==> config.mk <==
export PLATFORM = sky130hd
export DESIGN_NAME = period_meter_flat
export DESIGN_NICKNAME = d
export VERILOG_FILES = /design/src/rtl/period_meter_if.sv /design/src/rtl/period_meter.sv /design/src/flat_wrapper.sv
export SDC_FILE = /design/constraint.sdc
export NUM_CORES = 1
export LEC_CHECK = 0
export CAP_MARGIN = 20
export CORE_MARGIN = 3
export CORE_UTILIZATION = 29
export CTS_BUF_LIST = sky130_fd_sc_hd__clkbuf_2
export DETAILED_ROUTE_END_ITERATION = 6
export GPL_TIMING_DRIVEN = 0
export HOLD_SLACK_MARGIN = 0.02
export PLACE_DENSITY = 0.48
export RECOVER_POWER = 25
export SETUP_SLACK_MARGIN = 0.05
export SLEW_MARGIN = 10
export SYNTH_ARGS = -nofsm -noshare
export SYNTH_HDL_FRONTEND = slang
export SYNTH_SLANG_ARGS = --single-unit
export TNS_END_PERCENT = 5
==> constraint.sdc <==
create_clock -name inclk -period 5.5 [get_ports inclk]
set_clock_uncertainty 0.2 [all_clocks]
set_input_delay 0.55 -clock inclk [delete_from_list [all_inputs] [get_ports inclk]]
set_output_delay 0.55 -clock inclk [all_outputs]
set_load 0.02 [all_outputs]
==> src/rtl/period_meter_if.sv <==
// Signal bundle between a period meter and whatever consumes its results.
// The meter (master) samples sig_in and drives the measurement outputs;
// the consumer (slave) supplies sig_in and observes the results.
interface period_meter_if #(
    parameter int unsigned CNT_W = 32
);
    logic             sig_in;
    logic [CNT_W-1:0] period;
    logic [CNT_W-1:0] high_time;
    logic             meas_valid;
    logic             locked;
    logic             timeout;

    modport master (
        input  sig_in,
        output period,
        output high_time,
        output meas_valid,
        output locked,
        output timeout
    );

    modport slave (
        output sig_in,
        input  period,
        input  high_time,
        input  meas_valid,
        input  locked,
        input  timeout
    );
endinterface

==> src/rtl/period_meter.sv <==
// Period / high-time meter for a slow asynchronous square wave, counted in
// inclk cycles. It flags loss of signal, and it asserts a lock flag once the
// period has stayed near the expected value for several periods in a row.
module period_meter #(
    parameter int unsigned CNT_W    = 32,
    parameter int unsigned EXPECTED = 100000002,
    parameter int unsigned TOL      = 2,
    parameter int unsigned LOCK_N   = 4,
    parameter int unsigned TIMEOUT  = 200000000
) (
    input  logic           inclk,
    input  logic           reset,
    period_meter_if.master mon
);
    typedef enum logic [1:0] {
        IDLE    = 2'd0,
        MEASURE = 2'd1,
        LOST    = 2'd2
    } state_t;

    localparam logic [CNT_W-1:0] CNT_MAX   = {CNT_W{1'b1}};
    localparam logic [CNT_W-1:0] CNT_ONE   = CNT_W'(1);
    localparam logic [CNT_W-1:0] TIMEOUT_C = CNT_W'(TIMEOUT);
    // Tolerance window is computed one bit wider so EXPECTED+TOL cannot wrap;
    // the lower bound clamps at zero when TOL exceeds EXPECTED.
    localparam logic [CNT_W:0]   LO_BOUND  = (TOL > EXPECTED) ? (CNT_W+1)'(0)
                                                              : (CNT_W+1)'(EXPECTED - TOL);
    localparam logic [CNT_W:0]   HI_BOUND  = (CNT_W+1)'(EXPECTED) + (CNT_W+1)'(TOL);
    localparam logic [3:0]       LOCK_N_C  = 4'(LOCK_N);

    state_t           state_q, state_d;
    logic             s1_q, s1_d, s2_q, s2_d, s3_q, s3_d;
    logic [CNT_W-1:0] cnt_q, cnt_d;
    logic [CNT_W-1:0] hcnt_q, hcnt_d;
    logic [CNT_W-1:0] period_q, period_d;
    logic [CNT_W-1:0] high_time_q, high_time_d;
    logic             meas_valid_q, meas_valid_d;
    logic             locked_q, locked_d;
    logic             timeout_q, timeout_d;
    logic [3:0]       lock_cnt_q, lock_cnt_d;

    logic             edge_pulse;
    logic             in_tol;
    logic [CNT_W-1:0] cnt_inc;
    logic [CNT_W-1:0] hcnt_inc;
    logic [3:0]       lock_cnt_inc;

    // Next-state, counter and result logic; the edge pulse always wins over
    // a timeout in the same cycle so a period of exactly TIMEOUT still measures.
    always_comb begin
        s1_d         = mon.sig_in;
        s2_d         = s1_q;
        s3_d         = s2_q;
        state_d      = state_q;
        cnt_d        = cnt_q;
        hcnt_d       = hcnt_q;
        period_d     = period_q;
        high_time_d  = high_time_q;
        meas_valid_d = 1'b0;
        locked_d     = locked_q;
        timeout_d    = timeout_q;
        lock_cnt_d   = lock_cnt_q;

        edge_pulse   = s2_q & ~s3_q;
        cnt_inc      = (cnt_q == CNT_MAX) ? cnt_q : cnt_q + CNT_ONE;
        hcnt_inc     = (hcnt_q == CNT_MAX) ? hcnt_q : hcnt_q + CNT_ONE;
        in_tol       = ({1'b0, cnt_q} >= LO_BOUND) && ({1'b0, cnt_q} <= HI_BOUND);
        lock_cnt_inc = (lock_cnt_q >= LOCK_N_C) ? LOCK_N_C : lock_cnt_q + 4'd1;

        case (state_q)
            IDLE: begin
                if (edge_pulse) begin
                    state_d = MEASURE;
                    cnt_d   = CNT_ONE;
                    hcnt_d  = CNT_ONE;
                end else if (cnt_q >= TIMEOUT_C) begin
                    state_d    = LOST;
                    timeout_d  = 1'b1;
                    locked_d   = 1'b0;
                    lock_cnt_d = 4'd0;
                end else begin
                    cnt_d = cnt_inc;
                end
            end
            MEASURE: begin
                if (edge_pulse) begin
                    period_d     = cnt_q;
                    high_time_d  = hcnt_q;
                    meas_valid_d = 1'b1;
                    cnt_d        = CNT_ONE;
                    hcnt_d       = CNT_ONE;
                    if (in_tol) begin
                        lock_cnt_d = lock_cnt_inc;
                        locked_d   = (lock_cnt_inc == LOCK_N_C);
                    end else begin
                        lock_cnt_d = 4'd0;
                        locked_d   = 1'b0;
                    end
                end else if (cnt_q >= TIMEOUT_C) begin
                    state_d    = LOST;
                    timeout_d  = 1'b1;
                    locked_d   = 1'b0;
                    lock_cnt_d = 4'd0;
                end else begin
                    cnt_d = cnt_inc;
                    if (s2_q) begin
                        hcnt_d = hcnt_inc;
                    end
                end
            end
            LOST: begin
                if (edge_pulse) begin
                    state_d   = MEASURE;
                    cnt_d     = CNT_ONE;
                    hcnt_d    = CNT_ONE;
                    timeout_d = 1'b0;
                end
            end
            default: begin
                state_d = IDLE;
            end
        endcase
    end

    // State register, synchroniser chain and registered outputs.
    always_ff @(posedge inclk) begin
        if (reset) begin
            state_q      <= IDLE;
            s1_q         <= 1'b0;
            s2_q         <= 1'b0;
            s3_q         <= 1'b0;
            cnt_q        <= '0;
            hcnt_q       <= '0;
            period_q     <= '0;
            high_time_q  <= '0;
            meas_valid_q <= 1'b0;
            locked_q     <= 1'b0;
            timeout_q    <= 1'b0;
            lock_cnt_q   <= 4'd0;
        end else begin
            state_q      <= state_d;
            s1_q         <= s1_d;
            s2_q         <= s2_d;
            s3_q         <= s3_d;
            cnt_q        <= cnt_d;
            hcnt_q       <= hcnt_d;
            period_q     <= period_d;
            high_time_q  <= high_time_d;
            meas_valid_q <= meas_valid_d;
            locked_q     <= locked_d;
            timeout_q    <= timeout_d;
            lock_cnt_q   <= lock_cnt_d;
        end
    end

    assign mon.period     = period_q;
    assign mon.high_time  = high_time_q;
    assign mon.meas_valid = meas_valid_q;
    assign mon.locked     = locked_q;
    assign mon.timeout    = timeout_q;
endmodule

==> src/flat_wrapper.sv <==
// flat-port wrapper written by rule: the top's interface ports become plain ports
module period_meter_flat 
#(
    parameter int unsigned CNT_W    = 32,
    parameter int unsigned EXPECTED = 100000002,
    parameter int unsigned TOL      = 2,
    parameter int unsigned LOCK_N   = 4,
    parameter int unsigned TIMEOUT  = 200000000
)
  (inclk, reset, mon_sig_in, mon_period, mon_high_time, mon_meas_valid, mon_locked, mon_timeout);
  period_meter_if #(.CNT_W(CNT_W)) mon_i ();
  input  logic inclk;
  input  logic reset;
  input wire logic [$bits(mon_i.sig_in)-1:0] mon_sig_in;
  output wire logic [$bits(mon_i.period)-1:0] mon_period;
  output wire logic [$bits(mon_i.high_time)-1:0] mon_high_time;
  output wire logic [$bits(mon_i.meas_valid)-1:0] mon_meas_valid;
  output wire logic [$bits(mon_i.locked)-1:0] mon_locked;
  output wire logic [$bits(mon_i.timeout)-1:0] mon_timeout;
  assign mon_i.sig_in = mon_sig_in;
  assign mon_period = mon_i.period;
  assign mon_high_time = mon_i.high_time;
  assign mon_meas_valid = mon_i.meas_valid;
  assign mon_locked = mon_i.locked;
  assign mon_timeout = mon_i.timeout;
  period_meter #(.CNT_W(CNT_W), .EXPECTED(EXPECTED), .TOL(TOL), .LOCK_N(LOCK_N), .TIMEOUT(TIMEOUT)) u_core (.inclk(inclk), .reset(reset), .mon(mon_i));
endmodule
# ---- After elaboration in Yosys (flattened, before gate mapping)
# Index checks and enable logic that the tools add are counted.
dict set report word_totals {
  regBits 140
  inputBits 3
  word_cells 83
}
dict set report op_classes {
  addsub 3
  n_lt_le_gt_ge 4
  n_eq_ne 16
  n_mux 31
  bitwise 3
  reduce_logical 14
}
# operator n
set ops {}
lappend ops {{$mux 32} 8}
lappend ops {{$pmux 32 s2} 2}
lappend ops {{$add 32x1->32 const B} 2}
lappend ops {{$eq 32x32->1 const B} 2}
lappend ops {{$ge 32x27->1 const B} 1}
lappend ops {{$ge 32x28->1 const B} 1}
lappend ops {{$le 32x27->1 const B} 1}
lappend ops {{$mux 4} 5}
lappend ops {{$ne 3x2->1 const B} 4}
lappend ops {{$mux 1} 8}
lappend ops {{$mux 2} 4}
lappend ops {{$pmux 4 s2} 1}
lappend ops {{$reduce_and 4->1} 2}
lappend ops {{$ne 2x1->1 const B} 3}
lappend ops {{$ne 2x2->1 const B} 3}
lappend ops {{$pmux 2 s3} 1}
lappend ops {{$reduce_and 2->1} 3}
lappend ops {{$reduce_bool 2->1} 3}
lappend ops {{$reduce_or 2->1} 3}
lappend ops {{$reduce_and 5->1} 1}
lappend ops {{$add 4x1->4 const B} 1}
lappend ops {{$eq 4x3->1 const B} 1}
lappend ops {{$ge 4x3->1 const B} 1}
lappend ops {{$pmux 1 s2} 2}
lappend ops {{other kinds (7)} 8}

# ---- Logic depth before layout (Yosys ltp)
# Gate-level depths: netlist of the first run.
dict set report depth {
  depth_word 6
  mapped_depth 10
  mapped_depth_nobuf 7
}

# ---- Worst setup path before layout of the first run
# OpenSTA, ideal clock, no wires.
dict set report synth_timing {
  path_kind {register to register}
  start {reg u_core.hcnt_q[0]}
  end {reg u_core.hcnt_q[30]}
  setup_ps 70
  arrival_ps 2408
  t_required_ps 5230
  path_slack_ps 2822
  stages_incl_launch_ff 10
  period_less_slack_ps 2678
  cell_sequence {dfxtp_1 -> ha_1 -> and3_1 -> and3_1 -> clkbuf_1 -> and4_1 -> clkbuf_1 -> a211oi_2 -> or4b_2 -> a21oi_1}
}
dict set report synth_via {
  elab_chain_len 6
  word_cells_on_any_way 9
  cone_classes {add/sub: 1; eq/ne: 2; mux: 5; reduce/logical: 1}
}
# element line
set synth_lines {}
lappend synth_lines {{start: declaration} period_meter.sv:34} ;# logic [CNT_W-1:0] hcnt_q, hcnt_d;
lappend synth_lines {{start signal: assignment} period_meter.sv:146} ;# hcnt_q <= hcnt_d;
lappend synth_lines {{$add 32x1->32} period_meter.sv:66} ;# hcnt_inc = (hcnt_q == CNT_MAX) ? hcnt_q : hcnt_q + CNT_ONE;
lappend synth_lines {{$mux 32} period_meter.sv:66}
lappend synth_lines {{$mux 32} period_meter.sv:106} ;# if (s2_q) begin
lappend synth_lines {{$mux 32} period_meter.sv:99} ;# end else if (cnt_q >= TIMEOUT_C) begin
lappend synth_lines {{$mux 32} period_meter.sv:86} ;# if (edge_pulse) begin
lappend synth_lines {{$pmux 32 s2} period_meter.sv:70} ;# case (state_q)
# Several ways; a longest one is shown, not always the timed one. The select of a mux whose other input is x is not followed.
# A chain may end at the register's enable or synchronous reset.

# ---- Worst setup path in the final report of the first run
dict set report layout_timing {
  start {reg u_core.hcnt_q[0]}
  end {reg u_core.hcnt_q[26]}
}
# The elaborated chain is that of the path after synthesis.

==> results of run 1 <==
==> synthesized netlist by cell type (all sizes together) (5+ instances only) <==
master | number | area share (%)
a211oi | 9 | 1.2
a21oi | 106 | 8.5
a311oi | 14 | 2.0
and2 | 6 | 0.64
and3 | 15 | 1.5
and4 | 5 | 0.74
clkbuf | 41 | 2.9
dfxtp | 140 | 45
inv | 13 | 0.78
nand2 | 170 | 10
nand3 | 29 | 2.3
nand3b | 5 | 0.60
nand4 | 13 | 1.3
nor2 | 34 | 2.0
nor3 | 17 | 1.5
nor4 | 9 | 0.90
o211ai | 9 | 1.1
o21a | 5 | 0.60
o21ai | 25 | 2.0
o31ai | 16 | 1.9
or3 | 13 | 1.4
or4 | 11 | 1.4
xnor2 | 7 | 0.98
==> worst reg2reg max path, cell delays in order (launching register included) <==
cell and delay, ps:
dfxtp_1 490, ha_1 250, and3_1 230, and3_1 160
clkbuf_1 230, nand4_1 250, nor3_2 620, nor2_1 270
clkbuf_1 350, a311oi_1 370
==> worst min path at each step <==
stage | cells past startpoint | slack, ps | endpoint
floorplan | 1 | 210 | u_core.s2_q
global placement | 1 | 230 | u_core.s2_q
detailed placement | 1 | 240 | u_core.s2_q
CTS | 2 | 170 | u_core.s1_q
global route | 2 | 150 | u_core.s1_q
finish | 2 | 230 | u_core.s1_q
==> routing by layer <==
layer	vias to the layer above	GRT usage [%]	wire, µm
met2	129	25.84	8918
met3	18	3.058	694
li1	2959	-	-
met1	2826	22.27	9246
met5	-	0	0
met4	0	5.006	327
==> layout make-up <==
cell class	count	area share, %
multi-input combinational	569	41.51
antenna	1	0.03334
sequential	140	37.34
buffer	47	3.301
clock buffer	20	1.334
clock inverter	11	2.000
timing repair buffer	70	9.252
tap	275	4.584
inverter	13	0.6501
==> sequential cells by signal (all words and copies together), names as in the netlist <==
name / flops
u_core.cnt_q: 32
u_core.hcnt_q: 32
u_core.lock_cnt_q: 4
u_core.mon.high_time: 32
u_core.mon.locked: 1
u_core.mon.meas_valid: 1
u_core.mon.period: 32
u_core.mon.timeout: 1
u_core.s1_q: 1
u_core.s2_q: 1
u_core.s3_q: 1
u_core.state_q: 2
==> power breakdown <==
part / total (mW) / internal (mW) / switching [mW]
combinational: 0.0876 / 0.0218 / 0.0658
sequential: 1.02 / 1.02 / 0.00397
clock: 0.670 / 0.294 / 0.376
==> cell families (layout without fill, tap and decap cells) <==
| logic type | count (synthesis) | count (layout) | share of synthesized area [%] |
|---|---|---|---|
| xor+xnor | 11 | 11 | 1.538 |
| fa+ha+maj | 4 | 4 | 0.7992 |
| flops | 140 | 140 | 44.76 |
| compound gates | 209 | 209 | 20.66 |
| other cells | 0 | 1 | 0 |
| simple gates | 345 | 345 | 26.93 |
| buf+inv | 60 | 161 | 5.315 |
==> results by group, run 1 <==
Drt
  • Vias: 5932
  • Pre-antenna DRT Iters: 6
  • Antenna viol nets, final: 0
  • Drt via density: 5.176
  • Total wire length: 19190 µm
  • Drt wl/cell: 16.74 µm
  • DRC: 0
  • Initial DRC count: 380

Worst setup path
  • Slowest cell delay on critical path: 620 ps
  • Setup crit end: u_core.hcnt_q[26]
  • Register-to-Register Path Depth: 9
  • Top delay family on crit path: simple AND/OR/NAND/NOR gates
  • Crit Path Category: register to register
  • Max stage delay cell, worst path: nor3_2
  • Reg2reg end: u_core.hcnt_q[26]
  • Worst EP arrival: 3930 ps
  • CP required: 5940 ps
  • R2R Setup Slk: 2010 ps
  • Crit path from: u_core.hcnt_q[0]
  • CP startpoint kind: register
  • Critical Path, Cell by Cell: ha_1 > and3_1 > and3_1 > clkbuf_1 > nand4_1 > nor3_2 > nor2_1 > clkbuf_1 > a311oi_1
  • Total number of cells along the worst setup path: 9
  • Crit Path Max Fanout: 10
  • WP buf/inv: 2
  • Critical Path End Type: register
  • FF-to-FF Start: u_core.hcnt_q[0]

STA
  • Max-slew violations: 0
  • Tcrit/Tclk final: 63.49%
  • Worst rel slew slack: 21.31%
  • Post-Route Setup TNS: 0 ps
  • Minimum clock period: 3492 ps
  • WHS: 233.0 ps
  • Final setup margin: 2008 ps
  • Hold Vio Cnt, Final: 0
  • Final setup vio count: 0
  • Max Clk Rate: 0.2864 GHz
  • Least-Margin Pin Slew: 1170 ps
  • RSZ-0062 raised after global routing: no

CTS
  • Post-CTS Setup Bufs: 0
  • CTS tree: done
  • Root buf cell: clkbuf_2
  • CTS Buf Count: 17
  • H-tree depth: 4
  • Clk pin slew, worst setup/hold paths: 190 ps
  • Clk Latency, worst-skew pair: 740 ps
  • Max Buffers Root-to-Sink: 2
  • PostCTS Resize Cnt: 0
  • Hold_buf cts: 0
  • Clk sink count: 140

Floorplanning
  • Chip height: 153.0 µm
  • Io pins: 70
  • Die Width: 153.0 µm
  • Initial Util: 29.70%
  • Die area: 23390 µm²
  • Core area: 21090 µm²
  • FP Rows: 53

Global route
  • Initial antenna violation count: 1
  • Number of global-route vias before repair: 5497
  • GRT overflow: 0
  • Largest net degree at the start of global routing: 17
  • First-pass GRT wire length: 30650 µm
  • GRT Total Usage: 16.19%

Layout
  • Area of the multi-input gates: 3115 µm²
  • NumNets Final: 865
  • Register Area: 2803 µm²
  • Fill count: 2305
  • Layout Utilization: 35.59%
  • Most common cell after layout, fill and taps aside: nand2_1
  • Finished Cell Area: 7506 µm²
  • Layout Cells excl Fill: 1146
  • Area growth, synth to finish: 19.86%
  • Most frequent cells in the layout: nand2_1 (170), dfxtp_1 (140), a21oi_1 (106)
  • Share of cells above drive strength 1: 5.977%

Synthesis
  • Synth async-reset ratio: 0%
  • Synth cell types: 66
  • Warnings from Yosys: 0
  • Synthesized flop and latch total: 140
  • Avg Inst Size Synth: 8.143 µm²
  • Post-Synthesis Cells: 769
  • Synthesized Nets: 776
  • EDFF count, synth: 0
  • Sequential area share after synthesis: 44.76%
  • Cell Area, Synth: 6262 µm²
  • Predominant post-synthesis flop cell: dfxtp_1

Worst hold path
  • Hold path start: mon_sig_in
  • Type of the worst min-delay path: input pin to register

Power and ir drop
  • Leak: 2.372 nW
  • Power Dens Cells: 237.4 nW/µm²
  • Pwr Total: 1.782 mW
  • Peak supply drop: 0.0001257 V

Placement
  • Pre-CTS WS: 2020 ps
  • HPWL after DPL: 13640 µm
  • Dpl cells: 1114
  • I/O Buffers: 69
  • Placed inst area: 7313 µm²
  • Final RePlAce weighted congestion: 0.8217

Run
  • Max-Cap Viols: 0

Status
  • Outcome: finished clean
(Power assumes the default switching activity.)
==> inputs of run 2 (changes only) <==
- PLACE_DENSITY: 0.48 -> 0.49
- clock period: 5.5 -> 3.1 ns (I/O delays scaled with it)
==> run 2 against run 1 <==
Compared with the run above: first-iteration DRC count decreased by 23%; total power increased by 71%; sequential share of layout area decreased by 0.58 points; highest routed layer unchanged; clock power increased by 58%; non-clock buffer count increased by 5.
==> results by group, run 2 (same netlist as run 1, synthesis figures left out) <==
Power and ir drop
  • Comb pwr share: 5.3% (was 4.9%)
  • Psw: 819.8 µW (was 445.5 µW)
  • Pwr Total: 3.042 mW (was 1.782 mW)
  • Peak supply drop: 0.0002865 V (was 0.0001257 V)
  • Clock Power Share: 34.9% (was 37.6%)
  • Part of the power in registers: 59.8% (was 57.5%)
  • Internal power: 2.222 mW (was 1.336 mW)
  • Power Dens Cells: 398.7 nW/µm² (was 237.4 nW/µm²)
  • Switching part of the total: 26.95% (was 25.01%)
  • Leak: 2.523 nW (was 2.372 nW)

Layout
  • Share of cells above drive strength 1: 8.562% (was 5.977%)
  • Register Area: 2804 µm² (was 2803 µm²)
  • Fill count: 2277 (was 2305)
  • Area growth, synth to finish: 21.82% (was 19.86%)
  • Most common cell after layout, fill and taps aside: nand2_1 (unchanged)
  • Most frequent cells in the layout: nand2_1 (170), dfxtp_1 (139), a21oi_1 (106) (was nand2_1 (170), dfxtp_1 (140), a21oi_1 (106))
  • Area of the multi-input gates: 3177 µm² (was 3115 µm²)
  • NumNets Final: 870 (was 865)

Floorplanning
  • Initial Util: 29.70% (unchanged)
  • Chip height: 153.0 µm (unchanged)
  • Die Width: 153.0 µm (unchanged)
  • Core area: 21090 µm² (unchanged)
  • Die area: 23390 µm² (unchanged)
  • Io pins: 70 (unchanged)
  • FP Rows: 53 (unchanged)

Global route
  • GRT Total Usage: 16.17% (was 16.19%)
  • Largest net degree at the start of global routing: 17 (unchanged)
  • Grt met2 use: 25.02% (was 25.84%)
  • First-pass GRT wire length: 30660 µm (was 30650 µm)
  • Initial antenna violation count: 1 (unchanged)
  • Met1 Usage GRT: 22.30% (was 22.27%)
  • Number of global-route vias before repair: 5653 (was 5497)
  • Met3 usage: 3.851% (was 3.058%)
  • GR peak layer: met2 (unchanged)
  • GRT overflow: 0 (unchanged)

Worst setup path
  • Critical Path End Type: register (unchanged)
  • Critical Path, Cell by Cell: ha_1 > and3_1 > and3_1 > clkbuf_2 > and4_1 > clkbuf_1 > a211oi_4 > or4b_1 > a21oi_1 (was ha_1 > and3_1 > and3_1 > clkbuf_1 > nand4_1 > nor3_2 > nor2_1 > clkbuf_1 > a311oi_1)
  • Crit Path Category: register to register (unchanged)
  • Max stage delay cell, worst path: a211oi_4 (was nor3_2)
  • Crit Path Max Fanout: 8 (was 10)
  • CP required: 3560 ps (was 5940 ps)
  • Top delay family on crit path: simple AND/OR/NAND/NOR gates (unchanged)
  • CP startpoint kind: register (unchanged)
  • WP buf/inv: 2 (unchanged)
  • Slowest cell delay on critical path: 510 ps (was 620 ps)
  • Worst EP arrival: 3500 ps (was 3930 ps)
  • Most frequent CP cell: and3_1

Drt
  • DRC: 0 (unchanged)
  • Vias: 5959 (was 5932)
  • Initial DRC count: 294 (was 380)
  • Pre-antenna DRT Iters: 5 (was 6)
  • Total wire length: 19200 µm (was 19190 µm)
  • Antenna viol nets, final: 0 (unchanged)
  • Drt wl/cell: 16.67 µm (was 16.74 µm)
  • Drt via density: 5.173 (was 5.176)

CTS
  • Clk pin slew, worst setup/hold paths: 230 ps (was 190 ps)
  • Clk Latency, worst-skew pair: 740 ps (about the same)
  • CTS Buf Count: 17 (unchanged)
  • Clk sink count: 140 (unchanged)
  • H-tree depth: 4 (unchanged)
  • CTS tree: done (unchanged)
  • Root buf cell: clkbuf_2 (unchanged)
  • Max Buffers Root-to-Sink: 2 (unchanged)

Worst hold path
  • Type of the worst min-delay path: input pin to register (unchanged)

STA
  • Max Clk Rate: 0.3289 GHz (was 0.2864 GHz)
  • Tcrit/Tclk final: 98.09% (was 63.49%)
  • Max-slew violations: 0 (unchanged)
  • Minimum clock period: 3041 ps (was 3492 ps)
  • Post-Route Setup TNS: 0 ps (unchanged)
  • Worst rel slew slack: 19.31% (was 21.31%)
  • Hold Vio Cnt, Final: 0 (unchanged)
  • Least-Margin Pin Slew: 1203 ps (was 1170 ps)
  • RSZ-0062 raised after global routing: yes (was no)
  • Final setup vio count: 0 (unchanged)

Placement
  • HPWL after DPL: 13540 µm (was 13640 µm)
  • I/O Buffers: 69 (unchanged)
  • Final RePlAce weighted congestion: 0.8321 (was 0.8217)

Run
  • Max-Cap Viols: 0 (unchanged)

Status
  • Outcome: finished clean (unchanged)
run 2: path summary, 6_finish.rpt:
check,start,end,slack [ps],cells past startpoint
min,reset,u_core.hcnt_q[21],230,4
min reg2reg,u_core.s1_q,u_core.s2_q,260,1
max reg2reg,u_core.hcnt_q[0],u_core.hcnt_q[25],60,9
max,u_core.hcnt_q[0],u_core.hcnt_q[25],60,9
run 2: metal layers:
layer	wire length (µm)	part of all wire, %
met2	8664	45
met5	0	0
met4	439	2.3
met3	875	4.6
met1	9222	48
run 2: tightest hold or removal path: cells and delay by family:
family | cells | cell delay, ps
buf+inv | 2 | 690
simple gates | 1 | 80
compound gates | 1 | 60
run 2: power groups by stage:
stage	combinational (mW)	clock (mW)	sequential (mW)
after detailed placement	0.158	0	1.85
after CTS	0.160	1.10	1.82
after floorplan	0.101	0	1.85
final	0.160	1.06	1.82
after global routing	0.176	1.17	1.82
after global placement	0.158	0	1.85
run 2: what timing repair did:
item                       in CTS  in global routing
pin swaps                       1                  1
setup buffers                   2                  3
hold endpoints to repair        1                  0
resized for setup               6                  9
setup endpoints to repair      32                 30
hold buffers                    1                  0
run 2: layout make-up:
class / count / share of cell area, %
buffer: 47 / 3.854
multi-input combinational: 569 / 41.64
sequential: 140 / 36.76
clock inverter: 13 / 1.640
timing repair buffer: 75 / 9.677
clock buffer: 19 / 1.247
inverter: 13 / 0.6397
tap: 275 / 4.510
antenna: 1 / 0.03280
run 2: metrics by stage:
stage          setup WS (ps)  cell area (µm²)  cells  hold WS [ps]  util [%]
6_report               59.21             7629   1152         231.6     36.18
5_1_grt               -54.84             7629   1152         195.2     36.18
4_1_cts               -94.37             7575   1148         109.7     35.92
3_5_place_dp          -334.4             7302   1113         229.1     34.63
3_3_place_gp          -420.4             7297   1113         226.0     34.60
2_1_floorplan          421.6             6262    769         213.8         -
==> inputs of run 3 (changes only) <==
- CORE_UTILIZATION: 29 -> 28
- PLACE_DENSITY: 0.49 -> 0.48
==> run 3 against run 2 <==
Compared with the run above: maximum frequency grew 0.98%; utilization decreased by 0.98 points; setup slack better by 29 ps; hold slack improved by 31 ps; clock-buffer cell count decreased by 2; flip-flop and latch count is the same; die area rose by 3.4%; critical path depth is 2 lower; combinational power about the same; sequential share of layout area is 0.36 points lower; total power grew 7.4%; sequential power barely moved; critical path type unchanged.
==> results by group, run 3 (same netlist as run 1, synthesis figures left out) <==
Status
  • Outcome: finished clean (unchanged)

Power and ir drop
  • Peak supply drop: 0.0001693 V (was 0.0002865 V)
  • Leak: 2.548 nW (was 2.523 nW)
  • Power Dens Cells: 423.9 nW/µm² (was 398.7 nW/µm²)

Global route
  • GRT overflow: 0 (unchanged)
  • Initial antenna violation count: 1 (unchanged)
  • Largest net degree at the start of global routing: 17 (unchanged)
  • First-pass GRT wire length: 31190 µm (was 30660 µm)
  • Number of global-route vias before repair: 5760 (was 5653)
  • GRT Total Usage: 15.97% (was 16.17%)

Layout
  • Layout Utilization: 35.20% (was 36.18%)
  • Finished Cell Area: 7705 µm² (was 7629 µm²)
  • Most common cell after layout, fill and taps aside: nand2_1 (unchanged)
  • Most frequent cells in the layout: nand2_1 (170), dfxtp_1 (139), a21oi_1 (106) (unchanged)
  • Share of cells above drive strength 1: 8.581% (was 8.562%)
  • Area growth, synth to finish: 23.04% (was 21.82%)
  • Layout Cells excl Fill: 1155 (was 1152)
  • NumNets Final: 868 (was 870)

Placement
  • Dpl cells: 1119 (was 1113)
  • I/O Buffers: 69 (unchanged)
  • HPWL after DPL: 13670 µm (was 13540 µm)
  • Pre-CTS WS: -418.9 ps (was -334.4 ps)
  • Placed inst area: 7320 µm² (was 7302 µm²)
  • Final RePlAce weighted congestion: 0.8207 (was 0.8321)

Worst setup path
  • Slowest cell delay on critical path: 620 ps (was 510 ps)
  • Critical Path End Type: register (unchanged)
  • R2R Setup Slk: 90 ps (was 60 ps)
  • Register-to-Register Path Depth: 7 (was 9)
  • Crit Path Category: register to register (unchanged)
  • FF-to-FF Start: u_core.cnt_q[10] (was u_core.hcnt_q[0])
  • CP startpoint kind: register (unchanged)
  • Max stage delay cell, worst path: or4b_2 (was a211oi_4)
  • Top delay family on crit path: simple AND/OR/NAND/NOR gates (unchanged)
  • Worst EP arrival: 3490 ps (was 3500 ps)
  • WP buf/inv: 1 (was 2)
  • CP required: 3580 ps (was 3560 ps)
  • Reg2reg end: u_core.hcnt_q[30] (was u_core.hcnt_q[25])
  • Critical Path, Cell by Cell: buf_6 > or4_1 > o211ai_1 > a211oi_1 > a211oi_4 > or4b_2 > a21oi_1 (was ha_1 > and3_1 > and3_1 > clkbuf_2 > and4_1 > clkbuf_1 > a211oi_4 > or4b_1 > a21oi_1)
  • Crit Path Max Fanout: 7 (was 8)

Drt
  • Total wire length: 19110 µm (was 19200 µm)
  • Pre-antenna DRT Iters: 6 (was 5)
  • DRC: 0 (unchanged)
  • Initial DRC count: 405 (was 294)
  • Antenna viol nets, final: 0 (unchanged)
  • Drt wl/cell: 16.55 µm (was 16.67 µm)
  • Vias: 5926 (was 5959)
  • Drt via density: 5.131 (was 5.173)

STA
  • Hold Vio Cnt, Final: 0 (unchanged)
  • RSZ-0062 raised after global routing: yes (unchanged)
  • Tcrit/Tclk final: 97.14% (was 98.09%)
  • Max Clk Rate: 0.3321 GHz (was 0.3289 GHz)
  • Least-Margin Pin Slew: 1066 ps (was 1203 ps)
  • Final setup margin: 88.63 ps (was 59.21 ps)
  • WHS: 262.5 ps (was 231.6 ps)
  • Final setup vio count: 0 (unchanged)
  • Minimum clock period: 3011 ps (was 3041 ps)
  • Worst rel slew slack: 28.54% (was 19.31%)
  • Max-slew violations: 0 (unchanged)

Floorplanning
  • Die area: 24200 µm² (was 23390 µm²)
  • Die Width: 155.6 µm (was 153.0 µm)
  • Initial Util: 28.61% (was 29.70%)
  • Chip height: 155.6 µm (was 153.0 µm)
  • Core area: 21890 µm² (was 21090 µm²)
  • Io pins: 70 (unchanged)
  • FP Rows: 54 (was 53)

Worst hold path
  • Hold path depth: 2 (was 4)
  • Type of the worst min-delay path: register to register (was input pin to register)
  • Hold endpoint: u_core.mon.high_time[3] (was u_core.hcnt_q[21])
  • Hold path start: u_core.mon.high_time[3] (was reset)

CTS
  • Clk sink count: 140 (unchanged)
  • Max Buffers Root-to-Sink: 2 (unchanged)
  • CTS Buf Count: 17 (unchanged)
  • Root buf cell: clkbuf_2 (unchanged)
  • H-tree depth: 4 (unchanged)
  • Clk Latency, worst-skew pair: 730 ps (was 740 ps)
  • Clk pin slew, worst setup/hold paths: 210 ps (was 230 ps)
  • CTS tree: done (unchanged)

Run
  • Max-Cap Viols: 0 (unchanged)
## run 3: how the worst max path moves through the flow
stage / startpoint / end / slack (ps) / cells past startpoint
2_1_floorplan: u_core.hcnt_q[0] / u_core.hcnt_q[30] / 420 / 9
3_3_place_gp: u_core.hcnt_q[0] / u_core.hcnt_q[27] / -420 / 9
3_5_place_dp: u_core.hcnt_q[0] / u_core.hcnt_q[14] / -420 / 9
4_1_cts: u_core.hcnt_q[1] / u_core.hcnt_q[30] / -6 / 9
5_1_grt: u_core.cnt_q[21] / u_core.cnt_q[23] / -20 / 7
6_report: u_core.cnt_q[10] / u_core.hcnt_q[30] / 90 / 7
## run 3: area by class of cell
type	instances	area [µm²]
clock buffer	17	85.08
multi-input combinational	569	3188
timing repair buffer	75	742.0
tap	280	350.3
inverter	13	48.80
antenna	1	2.502
fill	2301	14190
clock inverter	15	202.7
sequential	140	2804
buffer	45	281.5
## run 3: layer usage
| layer | wire [µm] | global-route usage [%] | share of wire (%) |
|---|---|---|---|
| met1 | 9514 | 22.66 | 50 |
| met5 | 0 | 0 | 0 |
| met3 | 855 | 3.745 | 4.5 |
| met2 | 8458 | 24.25 | 44 |
| met4 | 283 | 4.669 | 1.5 |
## run 3: tightest hold or removal path, stage by stage, from the launching register on
cell	delay [ps]
dfxtp_1	340
nand2_1	50
a21oi_1	50
## run 3: timing repair
| action | CTS | global route |
|---|---|---|
| gates resized for setup | 8 | 9 |
| hold buffers | 1 | 0 |
| endpoints found under the setup margin | 32 | 29 |
| hold endpoints to repair | 1 | 0 |
| pin swaps | 1 | 2 |
| setup buffers | 2 | 2 |
## run 3: report_power, final
group          internal (mW)  total (mW)  switching, mW
registers               1.81        1.82        0.00777
logic                 0.0440       0.159          0.115
clock network          0.597        1.29          0.692
## run 3: per-stage QoR
step           power [mW]  setup TNS (ps)
3_5_place_dp        2.012           -6564
5_1_grt             3.409          -19.69
4_1_cts             3.314          -5.770
6_report            3.266               0
2_1_floorplan       1.953               0
3_3_place_gp        2.010          -12350
